$ cat config.mk
export PLATFORM = sky130hd
export DESIGN_NAME = result_reporter
export DESIGN_NICKNAME = d
export VERILOG_FILES = /design/src/rtl/atr_pkg.sv /design/src/rtl/nibble_to_ascii.sv /design/src/rtl/result_reporter.sv
export SDC_FILE = /design/constraint.sdc
export NUM_CORES = 1
export LEC_CHECK = 0
export BUFFER_PORTS_ARGS = -buffer_cell sky130_fd_sc_hd__buf_2
export CAP_MARGIN = 10
export CELL_PAD_IN_SITES_DETAIL_PLACEMENT = 1
export CELL_PAD_IN_SITES_GLOBAL_PLACEMENT = 1
export CORE_MARGIN = 2
export CORE_UTILIZATION = 50
export CTS_BUF_LIST = sky130_fd_sc_hd__clkbuf_4
export CTS_CLUSTER_DIAMETER = 30
export DETAILED_ROUTE_END_ITERATION = 7
export PLACE_DENSITY_LB_ADDON = 0.2
export SYNTH_ARGS = -nofsm -noshare
export SYNTH_HDL_FRONTEND = slang
export SYNTH_SLANG_ARGS = --single-unit
$ cat constraint.sdc
create_clock -name clk -period 4.5 [get_ports clk]
set_input_delay 0.45 -clock clk [delete_from_list [all_inputs] [get_ports clk]]
set_output_delay 0.45 -clock clk [all_outputs]
set_load 0.05 [all_outputs]
$ cat src/rtl/atr_pkg.sv
// atr_pkg: shared state encoding, default UART register map and ASCII control constants
// for result_reporter.
package atr_pkg;
    typedef logic [2:0] state_t;
    localparam state_t IDLE     = 3'd0;
    localparam state_t POLL_REQ = 3'd1;
    localparam state_t POLL_CHK = 3'd2;
    localparam state_t WRITE    = 3'd3;
    localparam state_t NEXT     = 3'd4;
    localparam state_t FIN      = 3'd5;
    localparam logic [7:0] DEF_STATUS_ADDR = 8'd1;
    localparam logic [7:0] DEF_DATA_ADDR   = 8'd2;
    localparam logic [7:0] ASCII_CR = 8'h0D;
    localparam logic [7:0] ASCII_LF = 8'h0A;
endpackage

$ cat src/rtl/nibble_to_ascii.sv
// nibble_to_ascii: maps a 4-bit value to its uppercase ASCII hex digit.
module nibble_to_ascii (
    input  logic [3:0] nibble,
    output logic [7:0] ascii
);
    assign ascii = (nibble < 4'd10) ? 8'h30 + {4'd0, nibble} : 8'h37 + {4'd0, nibble};
endmodule

$ cat src/rtl/result_reporter.sv
// result_reporter: writes a 16-bit result to a polled UART, one byte per ready poll.
// REPORT_ASCII_EN selects 4 hex digits + CR/LF; otherwise 2 raw bytes, low byte first.
module result_reporter
    import atr_pkg::*;
#(
    parameter logic [7:0]  STATUS_ADDR  = DEF_STATUS_ADDR,
    parameter logic [7:0]  DATA_ADDR    = DEF_DATA_ADDR,
    parameter int unsigned TX_READY_BIT = 1,
    parameter logic [31:0] POLL_TIMEOUT = 32'd1000000
) (
    input  logic        clk,
    input  logic        rst_n,
    input  logic        start,
    input  logic [15:0] result,
    output logic        busy,
    output logic        done,
    output logic        error,
    output logic [7:0]  uart_address,
    output logic [7:0]  uart_din,
    output logic        uart_w_en,
    output logic        uart_r_en,
    input  logic [7:0]  uart_dout
);
`ifdef REPORT_ASCII_EN
    localparam logic [2:0] LAST = 3'd5;
`else
    localparam logic [2:0] LAST = 3'd1;
`endif
    state_t      state;
    logic [15:0] held;
    logic [2:0]  idx;
    logic [31:0] poll_cnt;
    logic [7:0]  cur_byte;
`ifdef REPORT_ASCII_EN
    logic [3:0] nib;
    logic [7:0] asc;
    assign nib = (idx == 3'd0) ? held[15:12] :
                 (idx == 3'd1) ? held[11:8]  :
                 (idx == 3'd2) ? held[7:4]   : held[3:0];
    nibble_to_ascii u_n2a (.nibble(nib), .ascii(asc));
    assign cur_byte = (idx < 3'd4) ? asc : (idx == 3'd4) ? ASCII_CR : ASCII_LF;
`else
    assign cur_byte = idx[0] ? held[15:8] : held[7:0];
`endif
    // Outputs are registered from the next state, so each state's drive is visible while in it.
    always_ff @(posedge clk or negedge rst_n) begin
        if (!rst_n) begin
            state        <= IDLE;
            held         <= '0;
            idx          <= '0;
            poll_cnt     <= '0;
            busy         <= 1'b0;
            done         <= 1'b0;
            error        <= 1'b0;
            uart_address <= '0;
            uart_din     <= '0;
            uart_w_en    <= 1'b0;
            uart_r_en    <= 1'b0;
        end else begin
            done <= 1'b0;
            case (state)
                IDLE: if (start) begin
                    held         <= result;
                    idx          <= '0;
                    poll_cnt     <= '0;
                    error        <= 1'b0;
                    busy         <= 1'b1;
                    uart_r_en    <= 1'b1;
                    uart_address <= STATUS_ADDR;
                    state        <= POLL_REQ;
                end
                POLL_REQ: state <= POLL_CHK;
                POLL_CHK: if (uart_dout[TX_READY_BIT]) begin
                    uart_r_en    <= 1'b0;
                    uart_w_en    <= 1'b1;
                    uart_address <= DATA_ADDR;
                    uart_din     <= cur_byte;
                    state        <= WRITE;
                end else begin
                    poll_cnt <= poll_cnt + 32'd1;
                    if (poll_cnt + 32'd1 == POLL_TIMEOUT) begin
                        error     <= 1'b1;
                        busy      <= 1'b0;
                        uart_r_en <= 1'b0;
                        state     <= IDLE;
                    end
                end
                WRITE: begin
                    uart_w_en <= 1'b0;
                    state     <= NEXT;
                end
                NEXT: begin
                    idx <= idx + 3'd1;
                    if (idx == LAST) begin
                        done  <= 1'b1;
                        busy  <= 1'b0;
                        state <= FIN;
                    end else begin
                        poll_cnt     <= '0;
                        uart_r_en    <= 1'b1;
                        uart_address <= STATUS_ADDR;
                        state        <= POLL_REQ;
                    end
                end
                FIN: state <= IDLE;
                default: state <= IDLE;
            endcase
        end
    end
endmodule

; After elaboration in Yosys (flattened, before gate mapping)
; Index checks and enable logic that the tools add are counted.
[word_totals]
register_bits = 75
inputBits = 27
elab_cells = 73
[classes]
n_eq_ne = 13
n_addsub = 2
mux = 32
reduce_logical = 15
[op_table]
columns = op, count
row1 = 32-bit two-way mux, 3
row2 = 32-bit case mux with 3 select lines, 1
row3 = 32-bit by 1-bit adder with 32-bit output (second input constant), 1
row4 = 32-bit by 20-bit equality test with 1-bit output (second input constant), 1
row5 = 8-bit two-way mux, 4
row6 = 8-bit case mux with 3 select lines, 1
row7 = 4-bit AND reduction, 4
row8 = 3-bit two-way mux, 5
row9 = 3-bit case mux with 5 select lines, 1
row10 = 1-bit two-way mux, 12
row11 = 2-bit inequality test (second input constant), 6
row12 = 2-bit AND reduction, 5
row13 = 3-bit by 1-bit equality test with 1-bit output (second input constant), 2
row14 = 3-bit by 2-bit equality test with 1-bit output (second input constant), 2
row15 = 1-bit case mux with 3 select lines, 2
row16 = 3-bit case mux with 2 select lines, 1
row17 = 2-bit nonzero test, 3
row18 = 5-bit AND reduction, 1
row19 = 1-bit case mux with 2 select lines, 2
row20 = 3-bit by 1-bit adder with 3-bit output (second input constant), 1
row21 = 3-bit equality test (second input constant), 1
row22 = 3-bit logical NOT, 1
row23 = 3-bit inequality test (second input constant), 1
row24 = 3-bit nonzero test, 1

; Depth between registers and ports, before layout
; Gate-level depths: netlist (run 1).
[logic_depth]
depth_word = 5
depth_mapped = 9
ltp_nobuf = 9

; Least setup slack after synthesis (run 1)
; No wires, ideal clock.
[synth_timing]
kind = reg2reg
startpoint = register poll_cnt[6]
endpoint = register error
slack_ns = 1.952
stages_incl_launch_ff = 9
path_buffers = 1
setup_ns = 0.067
arrival_time_ns = 2.481
cell_sequence = dfrtp_1 -> buf_2 -> nand4_1 -> nor4_1 -> nand3_1 -> xnor2_1 -> or4_4 -> nor4_4 -> a22o_1
[synth_between]
elab_chain_len = 4
[synth_rtl]
columns = element, line_no
row1 = start: declaration, result_reporter.sv:32  ; logic [31:0] poll_cnt;
row2 = start signal: assignment, result_reporter.sv:80  ; poll_cnt <= poll_cnt + 32'd1;
row3 = 32-bit by 1-bit adder with 32-bit output, result_reporter.sv:81  ; if (poll_cnt + 32'd1 == POLL_TIMEOUT) begin
row4 = 32-bit by 20-bit equality test with 1-bit output, result_reporter.sv:81
row5 = 2-bit inequality test (no source line), n/a
row6 = 4-bit AND reduction (no source line), n/a
row7 = end signal: assignment, result_reporter.sv:54  ; error <= 1'b0;
row8 = end signal: assignment, result_reporter.sv:66  ; error <= 1'b0;
row9 = end signal: assignment, result_reporter.sv:82  ; error <= 1'b1;
row10 = end: declaration, result_reporter.sv:17  ; output logic error,
; No other way between the ends.
; A chain may end at the register's enable or synchronous reset.

; Worst setup path after layout (run 1)
[layout_timing]
startpoint = register poll_cnt[12]
endpoint = register busy
[layout_between]
elab_chain_len = 4
[layout_rtl]
columns = element, line_no
row1 = 32-bit by 1-bit adder with 32-bit output, result_reporter.sv:81
row2 = 32-bit by 20-bit equality test with 1-bit output, result_reporter.sv:81
row3 = 2-bit inequality test (no source line), n/a
row4 = 5-bit AND reduction (no source line), n/a
row5 = end signal: assignment, result_reporter.sv:67  ; busy <= 1'b1;
row6 = end signal: assignment, result_reporter.sv:83  ; busy <= 1'b0;
row7 = end signal: assignment, result_reporter.sv:96  ; busy <= 1'b0;
row8 = end: declaration, result_reporter.sv:15  ; output logic busy,
; No other way between the ends.

==> flow_summary_export.csv, run 1 <==
group,metric,value,unit
clock_tree,cts_made_buffers,9,
timing,maxSlewViolCount,0,
timing,rsz0062_at_grt,"false",
routing,routedWlPerCell,17.9,um
clock_tree,cts_root_buf,"clkbuf_4",
floorplanning,core,7690,um2
synthesis,ys.flop_type,"dfrtp_1",
global_routing,antenna_found_initial,0,
timing,final.setup.tns,0,ps
final_layout,regArea,1730,um2
final_layout,diodes,0,
pwr,vdd_drop_max,380,uV
timing,fmax,0.337,GHz
timing,setup_viol,0,
timing,timing.final.ws_setup,1530,ps
clock_tree,post_cts_buffers,0,
routing,drtIter0Drc,200,
synthesis,synth-edff-count,0,
synthesis,syn_inst,440,
routing,detail-route-antenna-nets,0,
final_layout,fin_area,4270,um2
critical_path,reg2reg_depth,7,
place,hpwl,7200,um
clock_tree,clock-sinks,69,
clock_tree,cts_resized,0,
routing,drtPass1Iterations,4,
timing,fin_skew,25.0,ps
global_routing,grt_pass1_vias,3632,
critical_path,path_max_fanout,10,
critical_path,critPathCaptureType,"flip-flop",
critical_path,timing.rr.start,"poll_cnt[12]",
synthesis,synth_area_per_cell,8.94,um2
critical_path,rrSetupSlack,1530,ps
run_status,outcome,"finished, final reports clean",
clock_tree,cts_max_level,3,
floorplanning,start_util,0.512,
floorplanning,die_w,92.7,um
global_routing,gr-total-overflow,0,
floorplanning,die-area,8590,um2
place,port_buffers,34,
global_routing,track_usage,0.257,
floorplanning,rows,32,
final_layout,syn_to_final_growth,8.59,%
place,placed_area,4140,um2
routing,wl,10200,um
clock_tree,clk_pin_slew_worst_paths,140,ps
routing,post-route-drc-count,0,
routing,vias_per_cell,6.09,
pwr,cellPowerDensity,518,nW/um2
clock_tree,clk_path_buf_depth,2,
floorplanning,fp.dieH,92.7,um
critical_path,critPathArrivalTime,3260,ps
final_layout,fillers,925,
timing,relSlewSlack,0.273,
timing,tightest_slew,1090,ps
final_layout,final_util,0.556,
synthesis,ys_seq_area_frac,0.439,
place,pre_cts_ws,1550,ps
final_layout,nets,492,
clock_tree,clk_latency,430,ps
pwr,leakage,1.79,nW
critical_path,required,4790,ps
timing,period_minus_slack,2970,ps
final_layout,layout_common_cells,"dfrtp_1, nor2_1, o21ai_0, nand2_1, buf_2",
synthesis,yosys_warnings,0,
synthesis,synth_area,3930,um2
clock_tree,tritoncts,"built",
final_layout,drive_gt1_frac,0.185,
synthesis,synth.distinct_cells,55,
synthesis,async_reset_ff_frac,1.00,
critical_path,r2r_end,"busy",
timing,finalHoldViolations,0,
critical_path,start_kind,"flip-flop",
global_routing,grt_start_max_net_pins,45,
final_layout,mostFrequentLayoutCell,"dfrtp_1",
place,routabilityCongestion,0.838,
global_routing,grt_first_pass_wirelength,17700,um
final_layout,multi_input_area,2030,um2
routing,vias,3459,
floorplanning,ios,48,
critical_path,crit_type,"flip-flop to flip-flop",
flow_run,drv_cap,0,
clock_tree,hold_buffers,0,
timing,final.period_utilization,0.660,
synthesis,synth-seq-cells,69,
hold_path,hp-class,"input port to async pin",
[area by class of cell]
type / instances / area share
multi-input combinational: 331 / 0.476
clock inverter: 7 / 0.0149
inverter: 10 / 0.00879
sequential: 69 / 0.404
tap: 102 / 0.0299
timing repair buffer: 40 / 0.0504
clock buffer: 9 / 0.0158
[flip-flops by register name, summed over array words and instances, names as in the netlist]
signal	count
uart_din	8
held	16
state	3
uart_r_en	1
uart_address	2
error	1
poll_cnt	32
done	1
uart_w_en	1
idx	3
busy	1
[critical path, cell delays in order, from the launching register on]
cell and delay, ps:
dfrtp_1 560, nand4_2 320, or3_1 520, o31ai_1 240
a31oi_1 150, or4_4 580, nor4_4 340, o21ai_1 120
[cells by family (layout without fill, tap and decap cells)]
group	Yosys count	after routing	synth area share
and+or+nand+nor	173	173	0.234
AOI/OAI and AO/OA	115	115	0.173
DFF	69	69	0.439
buffers and inverters	45	66	0.0528
muxes	27	27	0.0741
xor gates and xnor gates	6	6	0.0134
adders and majority gates	4	4	0.0127
other	1	6	0.000954
[through the flow]
stage          std cells  power (mW)  hold slack [ps]
6_report             568        2.21             2.92
4_1_cts              568        2.24             20.6
5_1_grt              568        2.38             13.0
2_1_floorplan        445        1.59              154
3_3_place_gp         552        1.79              477
3_5_place_dp         552        1.84              488
[synth_stat cells, types with 14 or more instances]
cell / n / area share
dfrtp_1: 69 / 0.44
nor2_1: 52 / 0.050
o21ai_0: 48 / 0.061
nand2_1: 35 / 0.033
a21oi_1: 24 / 0.031
clkbuf_1: 21 / 0.020
mux2_2: 17 / 0.049
nand4_1: 15 / 0.024
o31ai_1: 15 / 0.029
nand3_1: 14 / 0.018
[worst max path at each step]
stage,end,slack [ps],from,cells past startpoint
after floorplan,error,1950,poll_cnt[6],8
after global placement,uart_r_en,1610,poll_cnt[6],7
after detailed placement,error,1550,poll_cnt[12],7
after CTS,busy,1530,poll_cnt[12],7
after global routing,error,1320,poll_cnt[12],7
final,busy,1530,poll_cnt[12],7
[report_power, final]
| group | switching (mW) | internal [mW] | leakage, nW |
|---|---|---|---|
| registers | 0.143 | 0.780 | 0.886 |
| logic | 0.596 | 0.301 | 0.837 |
| clock network | 0.266 | 0.127 | 0.0674 |
[metal layers]
layer  track usage  wire length, um  up-vias  share of wire
met5             0                0        -              0
met4        0.0686              135        0          0.013
met3        0.0456              360       14          0.035
met2         0.422             5090       62           0.50
met1         0.354             4560     1760           0.45
li1              -                -     1623              -
No activity file was read; power rests on OpenSTA's default activity.
==> run 2, diff against run 1 <==
CORE_UTILIZATION = 46   (was 50)
clock period = 3.1 ns   (was 4.5 ns; I/O delays follow)
==> run 2 against run 1 <==
Net effect: maximum frequency up 3.8%; sequential power up 43%; worst hold slack better by 85 ps; final cell count up 1.9%; core utilization down 2.7 points; wire length down 0.64%; power up 45%; first-iteration DRC count up 2.0%.
==> flow_summary_export.csv, run 2 (synthesized netlist as in run 1, its figures left out) <==
group,metric,value,unit
clock_tree,clk_path_buf_depth,2,
clock_tree,cts_max_level,3,
timing,fmax,0.350,GHz
floorplanning,die-area,9300,um2
place,placed_area,4220,um2
final_layout,reg_top3,"poll_cnt: 32 flops, held: 16 flops, uart_din: 8 flops",
global_routing,antenna_found_initial,0,
critical_path,critical-path-max-stage-delay,520,ps
final_layout,layout_common_cells,"dfrtp_1, nor2_1, o21ai_0, nand2_1, buf_2",
timing,period_minus_slack,2860,ps
floorplanning,core,8260,um2
timing,setup_viol,0,
final_layout,diodes,0,
timing,tightest_slew,743,ps
clock_tree,clk_latency,440,ps
pwr,cellPowerDensity,735,nW/um2
routing,wl,10100,um
flow_run,drv_cap,0,
routing,vias_per_cell,5.90,
place,hpwl,7150,um
hold_path,hp-class,"input port to flip-flop",
floorplanning,rows,33,
timing,finalHoldViolations,0,
final_layout,nets,500,
critical_path,start_kind,"flip-flop",
floorplanning,die_w,96.5,um
timing,final.setup.tns,0,ps
place,dp.cells,562,
critical_path,required,3470,ps
pwr,power.total,3.21,mW
timing,fin_skew,22.4,ps
run_status,outcome,"finished, final reports clean",
final_layout,fin_area,4370,um2
place,port_buffers,34,
critical_path,crit_type,"flip-flop to flip-flop",
clock_tree,post_cts_buffers,0,
routing,post-route-drc-count,0,
critical_path,critPathArrivalTime,3230,ps
pwr,vdd_drop_max,435,uV
global_routing,grt_pass1_vias,3403,
timing,maxSlewViolCount,0,
global_routing,grt_start_max_net_pins,40,
timing,relSlewSlack,0.504,
floorplanning,ios,48,
pwr,leakage,1.84,nW
place,routabilityCongestion,0.838,
floorplanning,start_util,0.476,
timing,final.period_utilization,0.922,
clock_tree,cts_root_buf,"clkbuf_4",
timing,whs,88.3,ps
clock_tree,tritoncts,"built",
routing,routedWlPerCell,17.4,um
final_layout,drive_gt1_frac,0.198,
routing,vias,3416,
routing,drtIter0Drc,204,
floorplanning,fp.dieH,96.5,um
critical_path,worstPathCellList,"nand4_2 -> nor2_1 -> nand4_1 -> xnor2_1 -> or4_4 -> nor4_4 -> a22o_1",
global_routing,grt_first_pass_wirelength,16900,um
global_routing,track_usage,0.237,
clock_tree,clock-sinks,69,
routing,drtPass1Iterations,4,
final_layout,mostFrequentLayoutCell,"dfrtp_1",
final_layout,largest_register_ffs,32,
final_layout,syn_to_final_growth,11.0,%
clock_tree,clk_pin_slew_worst_paths,140,ps
critical_path,path_max_fanout,10,
critical_path,critPathCaptureType,"flip-flop",
final_layout,regMostFlops,"poll_cnt",
global_routing,gr-total-overflow,0,
final_layout,fillers,1000,
timing,rsz0062_at_grt,"false",
critical_path,crit_slowest_cell,"or4_4",
clock_tree,cts_made_buffers,9,
routing,detail-route-antenna-nets,0,
final_layout,stdcell_count,579,
run 2: cell types whose count changed in the layout (fill, tap and decap cells not counted):
cell | previous run | this run
clkinvlp_4 | 2 | 1
nor4_1 | 5 | 3
buf_12 | 0 | 2
clkinv_4 | 0 | 1
inv_8 | 2 | 0
nor4_2 | 1 | 3
buf_4 | 6 | 11
dlygate4sd3_1 | 0 | 1
inv_6 | 3 | 4
clkinv_1 | 0 | 1
run 2: routing by layer:
layer	up-vias	global-route usage	share of wire
li1	1638	-	-
met1	1713	0.322	0.48
met2	53	0.383	0.48
met3	12	0.0334	0.025
met4	0	0.0915	0.016
met5	-	0	0
run 2: per-stage QoR:
| stage | utilization | worst slack, ps |
|---|---|---|
| floorplan | - | 552 |
| global placement | 0.511 | 348 |
| detailed placement | 0.511 | 287 |
| CTS | 0.527 | 262 |
| global route | 0.529 | 30.0 |
| finish | 0.529 | 241 |
run 2: path summary, 6_finish.rpt:
| check | startpoint | end | slack, ps | cells past startpoint |
|---|---|---|---|---|
| max | poll_cnt[13] | error | 240 | 7 |
| min | result[8] | held[8] | 90 | 2 |
| max reg2reg | poll_cnt[13] | error | 240 | 7 |
| min reg2reg | held[9] | held[9] | 520 | 1 |
| max in group asynchronous | rst_n | poll_cnt[1] | 1970 | 3 |
| min in group asynchronous | rst_n | idx[0] | 450 | 2 |
run 2: power by group:
group	switching, mW	leakage [nW]	total (mW)	internal (mW)
Clock	0.373	0.0654	0.548	0.174
Sequential	0.182	0.886	1.32	1.13
Combinational	0.896	0.884	1.35	0.451
Total	1.45	1.84	3.21	1.76
run 2: layout make-up:
cell class	count	area [um2]	area share
inverter	10	37.5	0.00860
tap	105	131	0.0301
clock buffer	9	67.6	0.0155
multi-input combinational	331	2040	0.468
timing repair buffer	48	303	0.0694
clock inverter	7	55.1	0.0126
sequential	69	1730	0.396
run 2: critical path: cells and delay by family, from the launching register on:
kind	cells	cell delay, ps
xor+xnor	1	220
flops	1	510
simple gates	5	1880
compound gates	1	190
run 2: repair_timing:
action                     CTS  global route
hold endpoints to repair    30             0
hold buffers                 1             0
setup endpoints to repair    0             2
resized for setup            0             2
==> run 3, diff against run 2 <==
clock period = 2.9 ns   (was 3.1 ns; I/O delays follow)
==> run 3 against run 2 <==
Net effect: sequential power grew 7%; maximum frequency increased by 4.4%; flip-flop and latch count is the same; clock skew shrank 5.1 ps; via count up 2.8%; worst hold slack gained 1.7 ps; clock power is 3% higher; register-to-register slack worse by 80 ps; critical path depth stayed put; count of clock-buffer cells in the layout unchanged; final area increased by 0.54%; wire length up 0.97%; critical path type unchanged; largest power group unchanged.
==> flow_summary_export.csv, run 3 (synthesized netlist as in run 1, its figures left out) <==
group,metric,value,unit
run_status,outcome,"finished, final reports clean",
clock_tree,post_cts_buffers,0,
timing,tightest_slew,815,ps
final_layout,fillers,1018,
critical_path,path_max_fanout,8,
final_layout,diodes,0,
global_routing,grt_pass1_vias,3389,
pwr,power.total,3.40,mW
pwr,power_frac_comb,0.420,
final_layout,stdcell_count,586,
global_routing,grt_first_pass_wirelength,17100,um
floorplanning,core,8260,um2
final_layout,layout_common_cells,"dfrtp_1, nor2_1, o21ai_0, nand2_1, buf_2",
critical_path,start_kind,"flip-flop",
global_routing,antenna_found_initial,0,
routing,vias_per_cell,5.99,
global_routing,grt_start_max_net_pins,39,
timing,rsz0062_at_grt,"false",
place,dp.cells,569,
timing,maxSlewViolCount,0,
pwr,pwr-share-clk,0.165,
critical_path,worstPathCellList,"and3_1 -> nand4_4 -> or3_4 -> or4_1 -> a2111o_1 -> nor4_4 -> a22o_1",
routing,vias,3513,
critical_path,critPathCaptureType,"flip-flop",
global_routing,track_usage,0.237,
floorplanning,die-area,9300,um2
routing,drtPass1Iterations,4,
pwr,cellPowerDensity,776,nW/um2
pwr,p_seq_frac,0.414,
pwr,vdd_drop_max,495,uV
pwr,leakage,1.86,nW
global_routing,gr-total-overflow,0,
hold_path,hp-class,"input port to flip-flop",
routing,drtIter0Drc,152,
place,placed_area,4250,um2
clock_tree,clk_path_buf_depth,2,
place,port_buffers,34,
timing,final.setup.tns,0,ps
timing,final.period_utilization,0.945,
routing,post-route-drc-count,0,
final_layout,reg_top3,"poll_cnt: 32 flops, held: 16 flops, uart_din: 8 flops",
pwr,intPower,1.87,mW
clock_tree,clk_pin_slew_worst_paths,130,ps
critical_path,crit_slowest_cell,"a2111o_1",
floorplanning,ios,48,
final_layout,final_util,0.532,
critical_path,required,3270,ps
routing,detail-route-antenna-nets,0,
pwr,netSwitchingFraction,0.450,
timing,fmax,0.365,GHz
final_layout,largest_register_ffs,32,
place,hpwl,7270,um
floorplanning,start_util,0.476,
floorplanning,rows,33,
clock_tree,cts_root_buf,"clkbuf_4",
clock_tree,cts_made_buffers,9,
critical_path,critical-path-max-stage-delay,490,ps
final_layout,nets,507,
final_layout,regMostFlops,"poll_cnt",
timing,relSlewSlack,0.457,
timing,finalHoldViolations,0,
final_layout,mostFrequentLayoutCell,"dfrtp_1",
routing,wl,10200,um
final_layout,drive_gt1_frac,0.212,
critical_path,critPathArrivalTime,3110,ps
place,routabilityCongestion,0.868,
timing,setup_viol,0,
critical_path,crit_type,"flip-flop to flip-flop",
flow_run,drv_cap,0,
floorplanning,die_w,96.5,um
timing,fin_skew,17.2,ps
final_layout,syn_to_final_growth,11.6,%
timing,period_minus_slack,2740,ps
clock_tree,tritoncts,"built",
pwr,p_switching,1.53,mW
floorplanning,fp.dieH,96.5,um
clock_tree,clock-sinks,69,
final_layout,fin_area,4390,um2
clock_tree,clk_latency,430,ps
clock_tree,cts_max_level,3,
routing,routedWlPerCell,17.4,um
[run 3: cell types whose count changed in the layout (fill, tap and decap cells not counted)]
cell,change
clkinvlp_4,+1
inv_6,-2
dfrtp_1,-1
buf_12,-2
clkinv_2,+1
buf_4,+9
dfrtp_2,+1
[run 3: path summary, 6_finish.rpt]
path	end	cells after the start	slack (ps)	from
worst max-delay path	error	7	160	poll_cnt[0]
worst min-delay path	held[12]	2	90	result[12]
worst max register to register	error	7	160	poll_cnt[0]
worst min register to register	uart_address[0]	2	520	uart_address[0]
max in group asynchronous	poll_cnt[7]	3	1640	rst_n
min in group asynchronous	idx[2]	2	470	rst_n
[run 3: timing repair]
action | in CTS | in global routing
endpoints found under the setup margin | 0 | 4
resized for setup | 0 | 3
hold buffers | 1 | 0
endpoints found under the hold margin | 36 | 0
[run 3: layer usage]
layer | track usage | wire, um
met5 | 0 | 0
met4 | 0.0704 | 106
met3 | 0.0287 | 311
met2 | 0.384 | 4890
met1 | 0.333 | 4880
[run 3: critical path, delay by kind of cell, from the launching register on]
kind,cells,cell delay [ps]
AO/OA/AOI/OAI,2,680
flip-flops,1,480
AND/OR/NAND/NOR,5,1520
[run 3: layout make-up]
cell class | count | area [um2] | area share
multi-input combinational | 331 | 2040 | 0.466
clock inverter | 7 | 50.0 | 0.0114
tap | 105 | 131 | 0.0299
clock buffer | 9 | 67.6 | 0.0154
inverter | 10 | 37.5 | 0.00855
timing repair buffer | 55 | 330 | 0.0753
sequential | 69 | 1730 | 0.394
[run 3: power by group through the flow]
stage	Combinational [mW]	Sequential [mW]	Clock, mW
finish	1.43	1.41	0.562
detailed placement	1.44	1.43	0
global route	1.57	1.45	0.618
CTS	1.45	1.41	0.579
global placement	1.39	1.41	0
floorplan	0.821	1.65	0
[run 3: per-stage QoR]
stage,hold slack (ps),setup WS [ps]
finish,90.0,160
global route,66.4,0.788
CTS,61.4,139
detailed placement,428,160
global placement,415,207
floorplan,-5.59,352
